`config.mk`:
```
export PLATFORM = sky130hd
export DESIGN_NAME = ext_unit_pipe
export DESIGN_NICKNAME = d
export VERILOG_FILES = /design/src/rtl/ext_unit_pipe.sv
export SDC_FILE = /design/constraint.sdc
export NUM_CORES = 1
export LEC_CHECK = 0
export CAP_MARGIN = 5
export CORE_ASPECT_RATIO = 0.9
export CORE_MARGIN = 2
export CORE_UTILIZATION = 25
export CTS_BUF_LIST = sky130_fd_sc_hd__clkbuf_4 sky130_fd_sc_hd__clkbuf_8 sky130_fd_sc_hd__clkbuf_16
export DETAILED_ROUTE_END_ITERATION = 7
export PLACE_DENSITY = 0.46
export SETUP_SLACK_MARGIN = 0.3
export SKIP_LAST_GASP = 1
export SLEW_MARGIN = 20
export SYNTH_ARGS = -nofsm -noshare
export SYNTH_HDL_FRONTEND = slang
export SYNTH_SLANG_ARGS = --single-unit
```
`constraint.sdc`:
```
create_clock -name clk -period 1.8 [get_ports clk]
set_input_delay 0.36 -clock clk [delete_from_list [all_inputs] [get_ports clk]]
set_output_delay 0.36 -clock clk [all_outputs]
set_load 0.02 [all_outputs]
```
`src/rtl/ext_unit_pipe.sv`:
```
// Registered immediate/jump-target extender with valid/ready handshake.
// A 2-entry skid buffer (main + skid) keeps In_ready registered while sustaining one request per cycle.
module ext_unit_pipe #(
  parameter int unsigned DATA_W = 32,
  parameter int unsigned IMM_W  = 16,
  parameter int unsigned JIDX_W = 26
) (
  input  logic              clk,
  input  logic              reset,
  input  logic [IMM_W-1:0]  Imm,
  input  logic [JIDX_W-1:0] Jidx,
  input  logic [DATA_W-1:0] Pc,
  input  logic [2:0]        Ext_op,
  input  logic              In_valid,
  output logic              In_ready,
  output logic [DATA_W-1:0] Ext_result,
  output logic              Ext_illegal,
  output logic              Out_valid,
  input  logic              Out_ready,
  output logic              Illegal_sticky
);

  typedef enum logic [2:0] {
    OpZero   = 3'b000,
    OpSign   = 3'b001,
    OpUpper  = 3'b010,
    OpBranch = 3'b011,
    OpJump   = 3'b100
  } ext_op_e;

  // PC bits kept by a jump target: everything above the shifted index field.
  localparam logic [DATA_W-1:0] JMask = {DATA_W{1'b1}} << (JIDX_W + 2);

  logic              main_valid_q, main_valid_d;
  logic [DATA_W-1:0] main_data_q, main_data_d;
  logic              main_ill_q, main_ill_d;
  logic              skid_valid_q, skid_valid_d;
  logic [DATA_W-1:0] skid_data_q, skid_data_d;
  logic              skid_ill_q, skid_ill_d;
  logic              ready_q, ready_d;
  logic              sticky_q, sticky_d;

  logic [DATA_W-1:0] sext;
  logic [DATA_W-1:0] new_res;
  logic              new_ill;
  logic              accept;
  logic              xfer;

  always_comb begin
    sext    = {{(DATA_W - IMM_W){Imm[IMM_W-1]}}, Imm};
    new_res = '0;
    new_ill = 1'b0;
    case (Ext_op)
      OpZero:   new_res = {{(DATA_W - IMM_W){1'b0}}, Imm};
      OpSign:   new_res = sext;
      OpUpper:  new_res = {Imm, {(DATA_W - IMM_W){1'b0}}};
      OpBranch: new_res = sext << 2;
      OpJump:   new_res = (Pc & JMask) | (DATA_W'(Jidx) << 2);
      default:  new_ill = 1'b1;
    endcase
  end

  // Reset gates In_ready directly so it is low during reset and high the first cycle after.
  assign In_ready       = ready_q & ~reset;
  assign Out_valid      = main_valid_q;
  assign Ext_result     = main_data_q;
  assign Ext_illegal    = main_ill_q;
  assign Illegal_sticky = sticky_q;

  assign accept = In_valid & In_ready;
  assign xfer   = main_valid_q & Out_ready;

  always_comb begin
    main_valid_d = main_valid_q;
    main_data_d  = main_data_q;
    main_ill_d   = main_ill_q;
    skid_valid_d = skid_valid_q;
    skid_data_d  = skid_data_q;
    skid_ill_d   = skid_ill_q;
    sticky_d     = sticky_q | (accept & new_ill);

    if (skid_valid_q) begin
      // In_ready is low here, so only a drain into main can happen.
      if (xfer) begin
        main_data_d  = skid_data_q;
        main_ill_d   = skid_ill_q;
        skid_valid_d = 1'b0;
      end
    end else if (accept) begin
      if (!main_valid_q || xfer) begin
        main_valid_d = 1'b1;
        main_data_d  = new_res;
        main_ill_d   = new_ill;
      end else begin
        skid_valid_d = 1'b1;
        skid_data_d  = new_res;
        skid_ill_d   = new_ill;
      end
    end else if (xfer) begin
      main_valid_d = 1'b0;
    end

    ready_d = ~skid_valid_d;
  end

  always_ff @(posedge clk) begin
    if (reset) begin
      main_valid_q <= 1'b0;
      main_data_q  <= '0;
      main_ill_q   <= 1'b0;
      skid_valid_q <= 1'b0;
      skid_data_q  <= '0;
      skid_ill_q   <= 1'b0;
      ready_q      <= 1'b1;
      sticky_q     <= 1'b0;
    end else begin
      main_valid_q <= main_valid_d;
      main_data_q  <= main_data_d;
      main_ill_q   <= main_ill_d;
      skid_valid_q <= skid_valid_d;
      skid_data_q  <= skid_data_d;
      skid_ill_q   <= skid_ill_d;
      ready_q      <= ready_d;
      sticky_q     <= sticky_d;
    end
  end

endmodule

```
==> results.sh <==
export IMPL_reg2reg_depth=7
export IMPL_arrival_ns=1.79
export IMPL_drt_iter0_drc=228
export IMPL_core_mm2=0.0141
export IMPL_maxCapViolCount=0
export IMPL_initial_utilization=0.258
export IMPL_muxShareOfSynthArea=0.00550
export IMPL_grt_overflow_total=0
export IMPL_die_area_mm2=0.0156
export IMPL_status="finished, final reports clean"
export IMPL_grt_max_degree=77
export IMPL_port_buffers=88
export IMPL_powerDensity_mw_per_mm2=751
export IMPL_grt_use_total=0.177
export IMPL_dp_final_hpwl_um=9020
export IMPL_stdcell_count=787
export IMPL_vias=3890
export IMPL_final_util=0.417
export IMPL_cts_tree="built"
export IMPL_synthCells=457
export IMPL_synthTopCellsByArea="dfxtp_1, nand3b_1, nor2_1, a21oi_1, nor3_1"
export IMPL_grt_pass1_vias=3807
export IMPL_slowest_delay_ns=0.37
export IMPL_skew_ns=0.00552
export IMPL_root_buffer="clkbuf_16"
export IMPL_yosysMostFrequentCell="dfxtp_1"
export IMPL_first_pass_iters=7
export IMPL_synth_xor_area_share=0
export IMPL_vias_per_cell=4.94
export IMPL_crit_path_frequent_cell="buf_6"
export IMPL_clk_latency_ns=0.35
export IMPL_drt_wl_total_um=14100
export IMPL_placed_cells=750
export IMPL_synth_distinct_cells=35
export IMPL_worstPathRequired_ns=1.99
export IMPL_synth_edf_count=0
export IMPL_crit_family="simple AND/OR/NAND/NOR gates"
export IMPL_synth_flop_cell="dfxtp_1"
export IMPL_dp_slack_ns=-0.273
export IMPL_setup_violations=0
export IMPL_netlist_area_mm2=0.00364
export IMPL_grt_pass1_wl_um=21400
export IMPL_io_pins=117
export IMPL_critPathSlowestCell="and4bb_4"
export IMPL_drc_errors=0
export IMPL_synth_top_area_share=0.385
export IMPL_rows=41
export IMPL_yosysWarnings=0
export IMPL_wire_per_inst_um=17.9
export IMPL_setup_ws_ns=0.201
export IMPL_fin_nets=671
export IMPL_ant_nets=0
export IMPL_dieWidth_um=131
export IMPL_drive_gt1_frac=0.259
export IMPL_power_mw=4.42
export IMPL_h_tree_depth=3
export IMPL_ys_seq_area_frac=0.385
export IMPL_clk_pin_slew_worst_paths_ns=0.06
export IMPL_synth_fp_nets=538
export IMPL_die_y_um=119
export IMPL_critPathBufInv=3
export IMPL_tightest_slew_ns=0.860
export IMPL_gp_congestion=0.787
export IMPL_fin_setup_tns_ns=0
export IMPL_avgSynthCellArea_um2=7.97
export IMPL_fmax_mhz=625
export IMPL_end_kind="flip-flop"
export IMPL_synth_top_family_by_area="simple AND/OR/NAND/NOR gates"
export IMPL_async_flop_share=0
export IMPL_crit_type="reg2reg"
export IMPL_ir_drop_v=0.000478
export IMPL_slew_headroom=0.427
export IMPL_cts_hold_fix_buffers=0
export IMPL_cp_cell_sequence="and4bb_4 -> buf_6 -> o21ai_4 -> buf_12 -> buf_6 -> a311oi_2 -> nor3_1"
export IMPL_rsz0062_at_grt="true"
export IMPL_cts_buffers=9
export IMPL_drv_slew=0
export IMPL_diodes=0
export IMPL_p_leak_nw=2.34
export IMPL_synthToLayoutAreaGrowth_pct=61.5
export IMPL_synth_compound_area_frac=0.217
export IMPL_start_kind="flip-flop"
export IMPL_hold_violations=0
export IMPL_antenna_found_initial=0
export IMPL_synth_fa_ha_area_frac=0
export IMPL_synth_commonest_cells="dfxtp_1, nor2_1, a21oi_1"
export IMPL_cp_max_fo=6
export IMPL_clock_sinks=70
export IMPL_hold_depth=2
export IMPL_period_minus_slack_ns=1.60
export IMPL_fin_crit_sh=0.888
export IMPL_num_fill_cells=1430
export IMPL_synthSimpleGateAreaFrac=0.324
export IMPL_hold_path_class="reg2reg"
export IMPL_ys_seq_elements=70
export IMPL_clk_path_buf_depth=2
export IMPL_cp_depth=7
export IMPL_yosysTopAreaCell="dfxtp_1"
## cells by family (layout without fill, tap and decap cells)
| group | Yosys count | in the layout |
|---|---|---|
| muxes | 2 | 2 |
| and+or+nand+nor | 229 | 229 |
| buffers and inverters | 48 | 184 |
| AOI/OAI and AO/OA | 108 | 109 |
| DFF | 70 | 70 |
## area by class of cell
cell class	count	area (um2)	share of cell area
clock buffers	14	269	0.0457
clock inverters	1	30.0	0.00511
inverters	2	11.3	0.00191
multi-input cells	340	2210	0.375
flip-flops and latches	70	1410	0.239
well taps	193	241	0.0411
repair buffers	167	1720	0.292
## power by group
| part | total [mW] | internal (mW) | leakage, nW | switching (mW) |
|---|---|---|---|---|
| clock network | 1.82 | 1.16 | 0.151 | 0.650 |
| logic | 0.948 | 0.458 | 1.62 | 0.489 |
| registers | 1.65 | 1.62 | 0.568 | 0.0380 |
| total | 4.42 | 3.24 | 2.34 | 1.18 |
## final timing paths
kind | start | endpoint | slack, ns
setup / recovery | skid_valid_q | Ext_result[1] | 0.20
hold reg to reg | Ext_result[5] | Ext_result[5] | 0.44
setup reg to reg | skid_valid_q | Ext_result[1] | 0.20
hold / removal | Ext_result[5] | Ext_result[5] | 0.44
## cell usage in the layout (no fill, tap or decap), types with 4 or more instances in the layout
cell and count:
nand2b_1 26, a211oi_1 9, nor3_2 6, o41ai_2 7, o221ai_2 4, dlygate4sd2_1 36
o211ai_1 5, clkbuf_16 11, buf_6 15, clkbuf_4 4, nor3_1 34, nand3b_1 39
buf_4 46, o311ai_1 6, nand2_1 33, nor2_1 63, nor2_2 4, o22ai_1 6
buf_12 9, a21oi_1 44, nand2_2 4, clkdlybuf4s50_1 45, dfxtp_1 67, a211oi_2 5
o221ai_1 8
## repair_timing
item,4_1_cts,5_1_grt
endpoints found under the setup margin,99,68
cloned,5,4
pin swaps,11,14
gates resized for setup,83,45
buffers inserted,6,7
## metrics by stage
stage / cell area [um2] / hold slack (ns)
2_1_floorplan: 3640 / 0.432
3_3_place_gp: 5020 / 0.438
3_5_place_dp: 5020 / 0.444
4_1_cts: 5600 / 0.451
5_1_grt: 5880 / 0.460
6_report: 5880 / 0.445
## worst register-to-register path, cell delays in order (launching register included)
cell and delay, ns:
dfxtp_2 0.33, and4bb_4 0.37, buf_6 0.11, o21ai_4 0.06
buf_12 0.13, buf_6 0.11, a311oi_2 0.23, nor3_1 0.09
## flip-flops by register name (all words and copies together) (netlist names)
signal	count
Out_valid	1
Ext_illegal	1
skid_data_q	32
skid_valid_q	1
skid_ill_q	1
ready_q	1
Illegal_sticky	1
Ext_result	32
## routing by layer
metal / GRT usage / vias to the layer above / wire [um]
met3: 0.0498 / 10 / 798
met1: 0.240 / 1870 / 6540
met2: 0.272 / 106 / 6620
met5: 0 / - / 0
met4: 0.0537 / 0 / 159
li1: - / 1904 / -
No activity file was read; power rests on OpenSTA's default activity.
==> RTL edit 1: new RTL, same flow settings <==
Make the reset (`reset`) asynchronous in one clocked block.
--- a/src/rtl/ext_unit_pipe.sv
+++ b/src/rtl/ext_unit_pipe.sv
@@ -105,3 +105,3 @@
 
-  always_ff @(posedge clk) begin
+  always_ff @(posedge clk or posedge reset) begin
     if (reset) begin
Behaviour: differs if reset is asserted again (counterexample within 4 cycles, from zero or initial values and one cycle with reset high); with reset held inactive, the same outputs for 10 cycles.
==> RTL edit 1 against the unedited design <==
  * Synthesized area rose by 4.1%
  * Routed wire length rose by 8.1%
  * Worst setup slack got worse by 110 ps
  * Final area rose by 15%
  * Sequential share of layout area rose by 2.2 points
  * Maximum frequency fell by 6.6%
  * Sequential cell count did not move
  * Critical path type unchanged
  * Critical endpoint is now skid_data_q[1]
Power is not compared: it rests on default switching activity, and its combinational part moved more than twofold at a synthesized area within 25%.
==> RTL edit 1: results (changes against the unedited design) <==
- Status: complete, no violations (unchanged)
- Clk tree area frac: 4.31% (was 5.09%)
- Slowest-stage cell, CP: dfstp_2 (was and4bb_4)
- Inverters: 6 (was 2)
- Comb group: 5.23 mW
- Multi-input gates: 328 (was 340)
- Hold slack: 371 ps (was 445 ps)
- Detailed router's first-iteration violation count: 242 (was 228)
- Area of the multi-input gates: 0.00235 mm^2 (was 0.00221 mm^2)
- FILL cells: 1,415 (was 1,430)
- Share of layout cells above drive strength 1: 36.5% (was 25.9%)
- Sequential power: 2.69 mW
- Pin count of the biggest net entering global routing: 70 (was 77)
- Post-synth ARST share: 100% (was 0%)
- DR pass1 iterations: 5 (was 7)
- FF-to-FF setup slack: 90 ps (was 200 ps)
- Critical path endpoint: skid_data_q[1] (was Ext_result[1])
- ANT cells: 0 (unchanged)
- Top cells by count, synth: nand2_1, dfrtp_1, o21ai_0 (was dfxtp_1, nor2_1, a21oi_1)
- Syn Inst Count: 441 (was 457)
- RR Startpoint: ready_q (was skid_valid_q)
- Yosys warning count: 0 (unchanged)
- Plain + repair buffers: 182 (was 167)
- Worst-path maximum fanout: 5 (was 6)
- Gpl congestion: 0.765 (was 0.787)
- Final period util: 95.1% (was 88.8%)
- Worst Hold Class: input port to async pin (was flop to flop)
- Fin nets: 678 (was 671)
- Storage cell area: 0.00176 mm^2 (was 0.00141 mm^2)
- Place WS: -515 ps (was -273 ps)
- Placed Area: 0.00519 mm^2 (was 0.00502 mm^2)
- Aggregate global-route resource usage: 18.4% (was 17.7%)
- Final Skew: 7.53 ps (was 5.52 ps)
- Worst slew pin tran: 553 ps (was 860 ps)
- Post-synthesis sequential area ratio: 46.2% (was 38.5%)
- Primary FF master, synth: dfrtp_1 (was dfxtp_1)
- Reg clk slew, reported paths: 50 ps
- Post-placement cell count: 743 (was 750)
- Slowest stage delay, CP: 550 ps (was 370 ps)
- Worst r2r dst: skid_data_q[1] (was Ext_result[1])
- Global-route wire length before repair: 22,900 um (was 21,400 um)
- Syn nets: 522 (was 538)
- WP data arrival: 1930 ps (was 1790 ps)
- Synth top area cells: dfrtp_1, o21ai_0, nand2_1, nand2b_1, nor2_1 (was dfxtp_1, nand3b_1, nor2_1, a21oi_1, nor3_1)
- Design Power: 9.70 mW
- Netlist cell types: 41 (was 35)
- Non-Filler Instances: 800 (was 787)
- Clkbuf count: 11 (was 14)
- Area Overhead vs Synth: 77.6% (was 61.5%)
- DPL Wire Length: 8650 um (was 9020 um)
- Via count: 4,034 (was 3,890)
- NonClk Buf Share: 30.6% (was 29.2%)
## RTL edit 1: repair_timing
item,CTS,global route
endpoints found under the setup margin,102,68
setup buffers,18,5
resized for setup,141,104
gates cloned,14,4
pin swaps,30,35
## RTL edit 1: cell families (layout without fill, tap and decap cells)
group / Yosys count / in the layout / synth area share [%]
mux: 2 / 2 / 0.528
buf+inv: 44 / 204 / 5.54
simple gates: 191 / 192 / 24.7
flops: 70 / 70 / 46.2
compound gates: 134 / 134 / 23.0
## RTL edit 1: critical path, delay by kind of cell, from the launching register on
kind	cells	cell delay (ps)
AOI/OAI and AO/OA	1	70
DFF	1	550
buffers and inverters	3	400
and+or+nand+nor	3	570
## RTL edit 1: metal layers
metal / share of wire (%) / track usage, % / up-vias
met4: 1.2 / 5.12 / 0
met2: 48 / 30.3 / 99
met3: 3.4 / 2.73 / 14
met1: 47 / 25.3 / 2022
li1: - / - / 1899
met5: 0 / 0 / -
==> RTL edit 2: new RTL, config.mk and constraints unchanged <==
Without the edit above. Set the parameter `IMM_W` to 32 (it was 16).
--- a/src/rtl/ext_unit_pipe.sv
+++ b/src/rtl/ext_unit_pipe.sv
@@ -4,3 +4,3 @@
   parameter int unsigned DATA_W = 32,
-  parameter int unsigned IMM_W  = 16,
+  parameter int unsigned IMM_W  = 32,
   parameter int unsigned JIDX_W = 26
Interface: changed (resized Imm); port bits go from 117 to 133. The function was not compared with the original's and may differ.
==> RTL edit 2 against the unedited design <==
  * Hold slack got worse by 160 ps
  * Clock power is 7% lower
  * Routed wire length shrank 3.2%
  * Final area grew 0.34%
  * Sequential cell count stayed put
  * Count of clock-buffer cells in the layout is the same
  * Worst setup slack gained 150 ps
  * Synthesized area rose by 12%
  * Power is 0.69% lower
==> RTL edit 2: results (changes against the unedited design) <==
- Status: complete, no violations (unchanged)
- Fin nets: 649 (was 671)
- Placed Area: 0.00536 mm^2 (was 0.00502 mm^2)
- Yosys warning count: 0 (unchanged)
- Synth top area cells: dfxtp_1, a211oi_2, and3_4, nand3_1, nand4b_1 (was dfxtp_1, nand3b_1, nor2_1, a21oi_1, nor3_1)
- Aggregate global-route resource usage: 15.1% (was 17.7%)
- Initial antenna violation count: 0 (unchanged)
- Post-synth ARST share: 0% (unchanged)
- Share of layout cells above drive strength 1: 25.2% (was 25.9%)
- Worst r2r path cells: 7 (unchanged)
- CP startpoint: Out_ready (was skid_valid_q)
- Worst VDD drop: 421 uV (was 478 uV)
- H-tree levels: 3 (unchanged)
- Final Skew: 5.60 ps (was 5.52 ps)
- EDFF count, synth: 0 (unchanged)
- HP Start: reset (was Ext_result[5])
- FF-to-FF setup slack: 350 ps (was 200 ps)
- Wirelength, routed: 13,700 um (was 14,100 um)
- Root Driver: clkbuf_16 (unchanged)
- Netlist cell types: 36 (was 35)
- Pin count of the biggest net entering global routing: 93 (was 77)
- Crit-path leading delay family: buffers and inverters (was simple AND/OR/NAND/NOR gates)
- Reg clk slew, reported paths: 60 ps (about the same)
- RR Startpoint: ready_q (was skid_valid_q)
- DPL Wire Length: 9040 um (was 9020 um)
- Worst r2r dst: skid_data_q[25] (was Ext_result[1])
- Clk_lat worst skew: 330 ps (was 350 ps)
- ANT cells: 0 (unchanged)
- Worst Hold Path Cells: 2 (unchanged)
- DR vias/cell: 5.00 (was 4.94)
- Worst-path maximum fanout: 7 (was 6)
- Leak pwr: 2.11 nW (was 2.34 nW)
- Slowest stage delay, CP: 270 ps (was 370 ps)
- DR pass1 iterations: 4 (was 7)
- Clock Tree Buf Depth: 2 (unchanged)
- Detailed router's first-iteration violation count: 245 (was 228)
- Syn nets: 537 (was 538)
- Post-synthesis sequential area ratio: 34.3% (was 38.5%)
- Hold slack: 289 ps (was 445 ps)
- Global-route wire length before repair: 21,000 um (was 21,400 um)
- PortBufs: 104 (was 88)
- FILL cells: 1,652 (was 1,430)
- Slowest-stage cell, CP: nor4b_4 (was and4bb_4)
- CTS Buf Count: 9 (unchanged)
- Top cells by count, synth: dfxtp_1, nand3_1, nor2_1 (was dfxtp_1, nor2_1, a21oi_1)
- Place WS: -283 ps (was -273 ps)
- Vias in the first global route: 3,967 (was 3,807)
- WP data arrival: 1660 ps (was 1790 ps)
- Worst Hold End: Out_valid (was Ext_result[5])
- WL/cell: 17.9 um (about the same)
- Gpl congestion: 0.868 (was 0.787)
- Syn Inst Count: 440 (was 457)
- Slew margin rel.: 73.2% (was 42.7%)
- Worst Hold Class: input port to flop (was flop to flop)
- Post-placement cell count: 735 (was 750)
[RTL edit 2: cells by family after synthesis]
kind of cell,Yosys count,synth area share [%]
AND/OR/NAND/NOR,209,34.4
AO/OA/AOI/OAI,100,20.9
flip-flops,70,34.3
buffers and inverters,57,9.46
multiplexers,4,0.980
[RTL edit 2: timing repair]
action,4_1_cts,5_1_grt
gates cloned,3,2
buffers inserted,3,5
pin swaps,1,3
setup endpoints to repair,102,62
gates resized for setup,52,15
[RTL edit 2: metal layers]
| metal | track usage (%) | vias to the layer above | routed length, um |
|---|---|---|---|
| met4 | 5.82 | 0 | 241 |
| li1 | - | 1863 | - |
| met5 | 0 | - | 0 |
| met1 | 19.2 | 1851 | 6310 |
| met3 | 2.45 | 18 | 631 |
| met2 | 25.7 | 81 | 6480 |
[RTL edit 2: worst max path at each step]
stage / end / slack, ps / depth (start not counted)
after floorplan: Ext_result[10] / 350 / 5
after global placement: skid_data_q[21] / -260 / 6
after detailed placement: skid_data_q[21] / -280 / 6
after CTS: In_ready / 290 / 2
after global routing: skid_data_q[25] / 290 / 7
final: skid_data_q[25] / 350 / 8
[RTL edit 2: where the power goes]
| part | switching [mW] | internal, mW | total [mW] |
|---|---|---|---|
| logic | 0.511 | 0.497 | 1.01 |
| registers | 0.0492 | 1.63 | 1.68 |
| clock network | 0.651 | 1.05 | 1.70 |
[RTL edit 2: cell type report]
class / count / area [um^2] / area share [%]
clock inverter: 1 / 5.00 / 0.0848
inverter: 5 / 18.8 / 0.318
clock buffer: 14 / 275 / 4.66
tap: 207 / 259 / 4.39
multi-input combinational: 313 / 2320 / 39.2
sequential: 70 / 1410 / 23.8
timing repair buffer: 153 / 1620 / 27.5
